<file path="src/rtl/mac_array_pkg.sv">
// Shared types, width helpers and the saturating narrower for the multi-lane MAC array.
package mac_array_pkg;

    typedef enum logic [0:0] {
        IDLE = 1'b0,
        ACC  = 1'b1
    } frame_state_t;

    localparam int DEF_LANES      = 4;
    localparam int DEF_DATA_WIDTH = 16;
    localparam int NARROW_MAX_W   = 128;

    function automatic int calc_prod_width(input int data_width);
        return 2 * data_width;
    endfunction

    function automatic int calc_sum_width(input int data_width, input int lanes);
        return calc_prod_width(data_width) + $clog2(lanes);
    endfunction

    localparam int PROD_WIDTH = calc_prod_width(DEF_DATA_WIDTH);
    localparam int SUM_WIDTH  = calc_sum_width(DEF_DATA_WIDTH, DEF_LANES);

    typedef struct packed {
        logic signed [NARROW_MAX_W-1:0] value;
        logic                           sat;
    } narrow_t;

    // Clamp a sign-extended value into the signed range of 'width' bits.
    function automatic narrow_t sat_narrow(input logic signed [NARROW_MAX_W-1:0] value,
                                           input int width);
        logic signed [NARROW_MAX_W-1:0] lim_hi;
        logic signed [NARROW_MAX_W-1:0] lim_lo;
        narrow_t                        res;
        for (int i = 0; i < NARROW_MAX_W; i++) begin
            lim_hi[i] = (i < width - 1) ? 1'b1 : 1'b0;
            lim_lo[i] = (i < width - 1) ? 1'b0 : 1'b1;
        end
        if (value > lim_hi) begin
            res.value = lim_hi;
            res.sat   = 1'b1;
        end else if (value < lim_lo) begin
            res.value = lim_lo;
            res.sat   = 1'b1;
        end else begin
            res.value = value;
            res.sat   = 1'b0;
        end
        return res;
    endfunction

endpackage

</file>
<file path="src/rtl/mac_array_unit_tree.sv">
// Registered signed reduction of LANES packed products (second pipeline stage).
module mac_adder_tree #(
    parameter int LANES      = 4,
    parameter int PROD_WIDTH = mac_array_pkg::PROD_WIDTH
) (
    input  logic                                    clk,
    input  logic                                    rst_n,
    input  logic                                    i_en,
    input  logic [LANES*PROD_WIDTH-1:0]             i_prod,
    output logic [PROD_WIDTH+$clog2(LANES)-1:0]     o_sum
);

    localparam int SUM_WIDTH = PROD_WIDTH + $clog2(LANES);

    logic signed [SUM_WIDTH-1:0] w_tree_sum;
    logic signed [SUM_WIDTH-1:0] r_sum;

    // Sign-extend every lane product and reduce to a single sum.
    always_comb begin
        w_tree_sum = {SUM_WIDTH{1'b0}};
        for (int i = 0; i < LANES; i++) begin
            w_tree_sum = w_tree_sum + SUM_WIDTH'($signed(i_prod[i*PROD_WIDTH +: PROD_WIDTH]));
        end
    end

    // Sum register, held while the pipeline is stalled.
    always_ff @(posedge clk or negedge rst_n) begin
        if (!rst_n) begin
            r_sum <= {SUM_WIDTH{1'b0}};
        end else if (i_en) begin
            r_sum <= w_tree_sum;
        end else begin
            r_sum <= r_sum;
        end
    end

    assign o_sum = r_sum;

endmodule

</file>
<file path="src/rtl/mac_array_unit.sv">
// Streamed multi-lane dot-product accumulator with framed results over valid/ready.
// Optional output clamping is enabled by defining MAC_ARRAY_SAT_EN.
module mac_array_unit
    import mac_array_pkg::*;
#(
    parameter int LANES       = 4,
    parameter int DATA_WIDTH  = 16,
    parameter int ACC_WIDTH   = 40,
    parameter int OUT_WIDTH   = 32,
    parameter int FRAC_SHIFT  = 0,
    parameter int COUNT_WIDTH = 16
) (
    input  logic                          clk,
    input  logic                          rst,
    input  logic                          in_valid,
    output logic                          in_ready,
    input  logic [LANES*DATA_WIDTH-1:0]   in_a,
    input  logic [LANES*DATA_WIDTH-1:0]   in_b,
    input  logic                          in_first,
    input  logic                          in_last,
    output logic                          out_valid,
    input  logic                          out_ready,
    output logic [OUT_WIDTH-1:0]          out_data,
    output logic [COUNT_WIDTH-1:0]        out_count,
    output logic                          out_sat,
    output logic                          out_frame_err
);

    localparam int L_PROD_W = calc_prod_width(DATA_WIDTH);
    localparam int L_SUM_W  = calc_sum_width(DATA_WIDTH, LANES);

    // rst is active-low throughout.
    logic                          w_advance;
    logic [LANES*L_PROD_W-1:0]     w_prod;
    logic [LANES*L_PROD_W-1:0]     r_p1_prod;
    logic                          r_p1_valid;
    logic                          r_p1_first;
    logic                          r_p1_last;
    logic                          r_p2_valid;
    logic                          r_p2_first;
    logic                          r_p2_last;
    logic signed [L_SUM_W-1:0]     w_sum;

    frame_state_t                  r_state;
    frame_state_t                  w_state_next;
    logic signed [ACC_WIDTH-1:0]   r_acc;
    logic [COUNT_WIDTH-1:0]        r_count;
    logic                          r_err;

    logic                          w_p3_fire;
    logic                          w_eff_first;
    logic                          w_err_beat;
    logic signed [ACC_WIDTH-1:0]   w_acc_next;
    logic signed [ACC_WIDTH-1:0]   w_shifted;
    logic [COUNT_WIDTH-1:0]        w_count_next;
    logic                          w_err_next;
    logic [OUT_WIDTH-1:0]          w_out_data_next;
    logic                          w_out_sat_next;

    logic                          r_out_valid;
    logic [OUT_WIDTH-1:0]          r_out_data;
    logic [COUNT_WIDTH-1:0]        r_out_count;
    logic                          r_out_sat;
    logic                          r_out_err;

`ifdef MAC_ARRAY_SAT_EN
    narrow_t                       w_narrow;
    logic                          w_unused_narrow_hi;
    assign w_unused_narrow_hi = ^w_narrow.value[NARROW_MAX_W-1:OUT_WIDTH];
`else
    logic                          w_unused_shift_hi;
    assign w_unused_shift_hi = ^w_shifted[ACC_WIDTH-1:OUT_WIDTH];
`endif

    assign w_advance = !(r_out_valid && !out_ready);
    assign in_ready  = w_advance;

    for (genvar g = 0; g < LANES; g++) begin : g_lane
        assign w_prod[g*L_PROD_W +: L_PROD_W] =
            L_PROD_W'($signed(in_a[g*DATA_WIDTH +: DATA_WIDTH])) *
            L_PROD_W'($signed(in_b[g*DATA_WIDTH +: DATA_WIDTH]));
    end

    // Stage 1: lane products plus framing sideband; an accepted beat is simply in_valid while advancing.
    always_ff @(posedge clk or negedge rst) begin
        if (!rst) begin
            r_p1_prod  <= {(LANES*L_PROD_W){1'b0}};
            r_p1_valid <= 1'b0;
            r_p1_first <= 1'b0;
            r_p1_last  <= 1'b0;
        end else if (w_advance) begin
            r_p1_prod  <= w_prod;
            r_p1_valid <= in_valid;
            r_p1_first <= in_first;
            r_p1_last  <= in_last;
        end else begin
            r_p1_prod  <= r_p1_prod;
            r_p1_valid <= r_p1_valid;
            r_p1_first <= r_p1_first;
            r_p1_last  <= r_p1_last;
        end
    end

    mac_adder_tree #(
        .LANES      (LANES),
        .PROD_WIDTH (L_PROD_W)
    ) u_tree (
        .clk    (clk),
        .rst_n  (rst),
        .i_en   (w_advance),
        .i_prod (r_p1_prod),
        .o_sum  (w_sum)
    );

    // Stage 2 sideband travelling alongside the tree sum.
    always_ff @(posedge clk or negedge rst) begin
        if (!rst) begin
            r_p2_valid <= 1'b0;
            r_p2_first <= 1'b0;
            r_p2_last  <= 1'b0;
        end else if (w_advance) begin
            r_p2_valid <= r_p1_valid;
            r_p2_first <= r_p1_first;
            r_p2_last  <= r_p1_last;
        end else begin
            r_p2_valid <= r_p2_valid;
            r_p2_first <= r_p2_first;
            r_p2_last  <= r_p2_last;
        end
    end

    // Stage 3 next-state: framing decisions, accumulation and output narrowing.
    always_comb begin
        w_p3_fire       = w_advance && r_p2_valid;
        w_eff_first     = r_p2_first || (r_state == IDLE);
        w_err_beat      = (!r_p2_first && (r_state == IDLE)) || (r_p2_first && (r_state == ACC));
        w_acc_next      = (w_eff_first ? {ACC_WIDTH{1'b0}} : r_acc) + ACC_WIDTH'(w_sum);
        w_shifted       = w_acc_next >>> FRAC_SHIFT;
        w_err_next      = r_err | w_err_beat;
        w_state_next    = r_state;
        w_out_data_next = {OUT_WIDTH{1'b0}};
        w_out_sat_next  = 1'b0;

        if (w_eff_first) begin
            w_count_next = COUNT_WIDTH'(1);
        end else if (r_count == {COUNT_WIDTH{1'b1}}) begin
            w_count_next = r_count;
        end else begin
            w_count_next = r_count + COUNT_WIDTH'(1);
        end

`ifdef MAC_ARRAY_SAT_EN
        w_narrow        = sat_narrow(NARROW_MAX_W'(w_shifted), OUT_WIDTH);
        w_out_data_next = w_narrow.value[OUT_WIDTH-1:0];
        w_out_sat_next  = w_narrow.sat;
`else
        w_out_data_next = w_shifted[OUT_WIDTH-1:0];
        w_out_sat_next  = 1'b0;
`endif

        case (r_state)
            IDLE: begin
                if (w_p3_fire && !r_p2_last) begin
                    w_state_next = ACC;
                end else begin
                    w_state_next = IDLE;
                end
            end
            ACC: begin
                if (w_p3_fire && r_p2_last) begin
                    w_state_next = IDLE;
                end else begin
                    w_state_next = ACC;
                end
            end
            default: w_state_next = IDLE;
        endcase
    end

    // Frame state register.
    always_ff @(posedge clk or negedge rst) begin
        if (!rst) begin
            r_state <= IDLE;
        end else begin
            r_state <= w_state_next;
        end
    end

    // Accumulator, beat count and sticky framing error; the error clears once its result is emitted.
    always_ff @(posedge clk or negedge rst) begin
        if (!rst) begin
            r_acc   <= {ACC_WIDTH{1'b0}};
            r_count <= {COUNT_WIDTH{1'b0}};
            r_err   <= 1'b0;
        end else if (w_p3_fire) begin
            r_acc   <= w_acc_next;
            r_count <= w_count_next;
            r_err   <= r_p2_last ? 1'b0 : w_err_next;
        end else begin
            r_acc   <= r_acc;
            r_count <= r_count;
            r_err   <= r_err;
        end
    end

    // Result register: a new result may load in the same cycle the previous one is taken.
    always_ff @(posedge clk or negedge rst) begin
        if (!rst) begin
            r_out_valid <= 1'b0;
            r_out_data  <= {OUT_WIDTH{1'b0}};
            r_out_count <= {COUNT_WIDTH{1'b0}};
            r_out_sat   <= 1'b0;
            r_out_err   <= 1'b0;
        end else if (w_p3_fire && r_p2_last) begin
            r_out_valid <= 1'b1;
            r_out_data  <= w_out_data_next;
            r_out_count <= w_count_next;
            r_out_sat   <= w_out_sat_next;
            r_out_err   <= w_err_next;
        end else if (r_out_valid && out_ready) begin
            r_out_valid <= 1'b0;
        end else begin
            r_out_valid <= r_out_valid;
        end
    end

    assign out_valid     = r_out_valid;
    assign out_data      = r_out_data;
    assign out_count     = r_out_count;
    assign out_sat       = r_out_sat;
    assign out_frame_err = r_out_err;

endmodule
</file>
<file path="config.mk">
export PLATFORM = sky130hd
export DESIGN_NAME = mac_array_unit
export DESIGN_NICKNAME = d
export VERILOG_FILES = /design/src/rtl/mac_array_pkg.sv /design/src/rtl/mac_array_unit_tree.sv /design/src/rtl/mac_array_unit.sv
export SDC_FILE = /design/constraint.sdc
export NUM_CORES = 2
export LEC_CHECK = 0
export ABC_AREA = 0
export BUFFER_PORTS_ARGS = -buffer_cell sky130_fd_sc_hd__buf_4
export CORE_MARGIN = 2
export CORE_UTILIZATION = 46
export DETAILED_ROUTE_END_ITERATION = 8
export GPL_TIMING_DRIVEN = 0
export PLACE_DENSITY_LB_ADDON = 0.12
export SYNTH_ARGS = -nofsm -noshare
export SYNTH_HDL_FRONTEND = slang
export SYNTH_SLANG_ARGS = --single-unit
</file>
<file path="constraint.sdc">
create_clock -name clk -period 4.87 [get_ports clk]
set_clock_uncertainty 0.05 [all_clocks]
set_input_delay 0.2435 -clock clk [delete_from_list [all_inputs] [get_ports clk]]
set_output_delay 0.2435 -clock clk [all_outputs]
set_load 0.005 [all_outputs]
</file>
[Yosys cells after proc, flatten, opt, wreduce, memory -nomap -nowiden]
Index checks and enable logic that the tools add are counted.
Storage, ports and cells
  bits in registers: 276
  bits in latches: 0
  bits in writable memories: 0
  ROM bits: 0
  input bits: 134
  output and inout bits: 52
  word-level logic and storage cells: 51
  memories: 0
Cells by class
  $add $sub $neg: 5
  $mul: 4
  div/mod/pow operators: 0
  magnitude comparators: 0
  equal/unequal tests: 1
  shift-type cells: 0
  mux-type cells: 9
  bitwise operators: 2
  reduce and logical (&&, ||, !) cells: 14
Operators by type and width (number)
  multiplier 16 x 16 -> 32 bit: 4
  adder 40 bit: 1
  two-way mux 40 bit: 1
  adder 33 x 32 -> 34 bit: 1
  adder 34 x 32 -> 34 bit: 1
  adder 32 x 32 -> 33 bit: 1
  two-way mux 16 bit: 2
  adder 16 x 1 -> 16 bit, second input constant: 1
  equality test 16 bit, second input constant: 1
  logical AND 1 bit: 7
  two-way mux 1 bit: 5
  zero test 1 bit: 4
  logical OR 1 bit: 2
  one-hot mux 1 bit (2 select lines): 1
  nonzero test 2 bit: 1
  inverter 1 bit: 1
  OR 1 bit: 1

[Longest topological paths before layout]
  word-level depth: 7
  depth in mapped cells: 24
  mapped depth without buffers: 22

[Hierarchy]
Synthesis repeated with hierarchy kept, for this count alone.
Second synthesis, totals
  cells, all modules: 5981
  area, all modules: 54688.7 um^2
Modules (own cells, without submodules)
  mac_array_unit: times used 1, cells an instance 5400, area each 49650.1 um^2, seq. area each 5855.6 um^2
  mac_adder_tree: times used 1, cells an instance 581, area each 5038.6 um^2, seq. area each 850.8 um^2

[Least setup slack after synthesis]
OpenSTA, ideal clock, no wires.
  path type: input port to flip-flop
  start point: input port in_a[31]
  end point: register r_p1_prod[62]
  setup time: 0.095 ns
  arrival time: 6.090 ns
  data required time: 4.725 ns
  slack: -1.366 ns
  stages on the path: 20
  path buffers: 1
  cell sequence: clkbuf_1 -> nand2_1 -> inv_1 -> fa_1 -> fa_1 -> fa_1 -> fa_1 -> fa_1 -> inv_1 -> fa_1 -> inv_1 -> ha_1 -> and3_1 -> and2_1 -> o31a_1 -> a311o_1 -> a41oi_1 -> a21oi_1 -> o21a_1 -> o31ai_1
On the way
  word-level cells in the longest chain between the ends: 1
Ends and longest elaborated chain
  from (decl): line mac_array_unit.sv:17  | input logic [LANES*DATA_WIDTH-1:0] in_a,
  multiplier 16 x 16 -> 32 bit: line mac_array_unit.sv:80  | L_PROD_W'($signed(in_a[g*DATA_WIDTH +: DATA_WIDTH])) *
  to (signal assigned): line mac_array_unit.sv:87  | r_p1_prod <= {(LANES*L_PROD_W){1'b0}};
  to (signal assigned): line mac_array_unit.sv:92  | r_p1_prod <= w_prod;
  to (signal assigned): line mac_array_unit.sv:97  | r_p1_prod <= r_p1_prod;
  to (decl): line mac_array_unit.sv:35  | logic [LANES*L_PROD_W-1:0] r_p1_prod;
No other way between the ends.
A chain may end at the register's enable or synchronous reset.

[Final worst setup path]
  start point: input port in_b[20]
  end point: register r_p1_prod[63]
On the way
  word-level cells in the longest chain between the ends: 1
Ends and longest elaborated chain
  from (decl): line mac_array_unit.sv:18  | input logic [LANES*DATA_WIDTH-1:0] in_b,
  multiplier 16 x 16 -> 32 bit: line mac_array_unit.sv:80
No other way between the ends.

==> results.toml <==
[setup_path]
rr_endpoint = "out_data[28]$_DFFE_PN0P_"
rrSetupSlack_ps = 470
r2r_cells = 16
crit_fanout = 8
critPathTopFamily = "adder cells"
slowest_stage = "or4b_4"
cpMostUsedCell = "fa_1"
required_ps = 5260
worstReg2RegStart = "r_p2_first$_DFFE_PN0N_"
worstSetupPathType = "primary input to flop"
cp-end-kind = "flop"
worst_setup_path_start_kind = "primary input"
crit_chain = "buf_8, clkbuf_16, and2_4, fa_1, inv_2, fa_2, fa_1, inv_1, fa_1, fa_1, inv_1, fa_1, inv_2, ha_4, a211o_1, o211ai_1, a21oi_2, or4b_4, a2111o_1, nand3_2, o22ai_2, nor3_1, nor3_2"
max_stage_delay_ps = 550
cp.arrival_ps = 6080
crit_buf_inv = 6

[floorplanning]
die_h_um = 345
start_util = 0.462
ios = 186
rows = 125
dieArea_um2 = 119000
coreArea_um2 = 116000
chipWidth_um = 345

[final_layout]
layout.nets = 7971
layout_commonest_cell = "inv_1"
design_area_um2 = 65900
regArea_um2 = 6660
fillers = 10300
post-route-util = 0.568
final_layout_size_suffix_gt1_frac = 0.197
layoutNonFillerInstCount = 7880
syn_to_final_growth_pct = 23.0
multi_input_area_um2 = 44600
layout.cells.most_common_list = "inv_1 (1089), fa_1 (1032), nand2_1 (801), and2_1 (464), buf_4 (354)"

[logic_synthesis]
synthCells = 5812
async_flop_share = 1.00
yosys.area_share.simple = 0.162
ys.flop_type = "dfrtp_1"
synthAdderAreaFrac = 0.507
syn_area_per_cell_um2 = 9.22
synth-xor-area-share = 0.0311
syn_nets = 7449
synth_top_family_by_area = "adder cells"
synth_seq_area_share = 0.124
synth_edf_count = 0
post_synth_num_cell_types = 71
syn_area_um2 = 53600
synth_compound_area_frac = 0.0734
synth_seq_cells = 266
synthMuxAreaShare = 0.00533
yosysWarnings = 0

[timing]
finalSetupViolCount = 62
worstMarginPinSlew_ps = 1430
finalMaxSlewViolations = 0
grt_setup_unrepaired = "true"
slew_headroom = 0.0487
setup_ws_ps = -826
max_freq_mhz = 176
fin_crit_ps = 5700
fin_crit_sh = 1.17
final_hold_viol_count = 0

[clock_network]
path_clk_slew_ps = 60
clock_latency_ps = 570
htree_levels = 1
clockBufferDepth = 3
cts_tree = "yes"
cts.sinks = 266
cts_buffers = 30
root_buffer = "clkbuf_16"

[placement]
gp_congestion = 0.931
post-dp-hpwl_mm = 127
numPlacedInstances = 7522
io_buffers = 184
dpl_cell_area_um2 = 58600

[worst_hold_path]
worstHoldEndpoint = "r_p1_prod[97]$_DFFE_PN0N_"
hp-start = "in_b[49]"
hold_class = "primary input to flop"
holdPathStages = 5

[detailed_routing]
drt_iter0_drc = 2478
totalWireLength_mm = 157
vias_per_cell = 5.24
firstDrtPassIters = 6
via_count = 41300
route.detailed.wl_per_inst_um = 20.0
ant_nets = 0
drcViolationCount = 0

[global_route]
antenna_found_initial = 1
grt_pass1_vias = 44500
grt_util_all_layers = 0.269
grt-ovfl-total = 0
grt_max_degree = 92
grt_pass1_wl_mm = 252

[status]
violations = "setup timing"
status = "complete, but fails checks"

[run]
cap_viol_max_count = 0
==> worst reg2reg max path: stages, from the launching register on <==
cell and delay (ps):
dfrtp_1 360, inv_1 70, ha_1 340, clkbuf_1 500, and2_1 220, ha_1 170, inv_1 70, fa_1 430
nor2b_1 170, o31a_1 190, o31a_1 170, o21ai_1 170, o211a_1 280, o21ai_1 390, a311oi_1 230, xnor2_1 180
mux2_2 280
==> metrics by stage <==
step / setup slack, ps / TNS (ps) / hold WS, ps
finish: -826 / -20580 / 165
global route: -973 / -30470 / 177
CTS: -776 / -17890 / 152
detailed placement: -1630 / -87250 / 232
global placement: -1590 / -84020 / 401
floorplan: -942 / -21840 / -102
==> how the worst max path moves through the flow <==
stage	slack [ps]	end	startpoint	cells past startpoint
final	-830	r_p1_prod[63]$_DFFE_PN0N_	in_b[20]	23
after global routing	-970	r_p1_prod[63]$_DFFE_PN0N_	in_a[29]	22
after CTS	-780	r_p1_prod[63]$_DFFE_PN0N_	in_b[22]	23
after detailed placement	-1630	r_p1_prod[30]$_DFFE_PN0N_	in_a[11]	20
after global placement	-1590	r_p1_prod[63]$_DFFE_PN0N_	in_a[25]	20
after floorplan	-940	r_p1_prod[63]$_DFFE_PN0N_	in_b[20]	22
==> kinds of logic after synthesis <==
logic type / count (synthesis)
multiplexers: 26
AND/OR/NAND/NOR: 1802
other: 1
XOR/XNOR: 190
flip-flops: 266
AO/OA/AOI/OAI: 638
adder cells (fa/ha/maj): 1503
buffers and inverters: 1386
==> sequential cells by signal (all words and copies together), names as in the netlist, named ones only <==
name / flops
r_p1_valid: 1
r_acc: 32
r_count: 16
out_data: 32
r_p1_last: 1
r_p1_first: 1
out_frame_err: 1
r_p2_first: 1
r_err: 1
u_tree.o_sum: 32
r_p2_last: 1
r_p2_valid: 1
out_valid: 1
r_p1_prod: 128
out_count: 16
==> routing by layer <==
metal,track usage,wire length (um),vias up
met5,0,0,-
met4,0.0693,4910,0
met3,0.0205,6800,262
met2,0.463,77700,1025
met1,0.370,68000,21300
li1,-,-,18700
==> final cells by class <==
| cell class | count | area share |
|---|---|---|
| well taps | 1524 | 0.0289 |
| flip-flops and latches | 266 | 0.101 |
| diodes | 1 | 0.0000380 |
| clock inverters | 7 | 0.00108 |
| repair buffers | 493 | 0.0700 |
| plain buffers | 198 | 0.0405 |
| inverters | 1185 | 0.0678 |
| clock buffers | 46 | 0.0143 |
| multi-input cells | 4160 | 0.676 |
==> synth_stat cells, types with 45 or more instances <==
cell type | instances | area, um^2
nand2_1 | 844 | 3170
clkbuf_1 | 188 | 706
nor2_1 | 187 | 702
dfrtp_1 | 266 | 6660
nor3_1 | 45 | 225
a21oi_1 | 208 | 1040
a21o_1 | 70 | 526
fa_1 | 1111 | 22200
and2_1 | 532 | 3330
nand2b_1 | 51 | 319
o21ai_0 | 162 | 811
xnor2_1 | 123 | 1080
xor2_1 | 67 | 587
inv_1 | 1183 | 4440
ha_1 | 392 | 4900
==> timing repair <==
action | CTS | global route
hold endpoints to repair | 88 | 0
hold buffers | 4 | 0
buffers inserted | 219 | 88
gates cloned | 10 | 3
setup endpoints to repair | 75 | 77
pin swaps | 288 | 256
resized for setup | 605 | 284
Power is left out: the tool's default activity adds up to more than one toggle a clock period on the data nets, which glitch-free logic cannot reach.
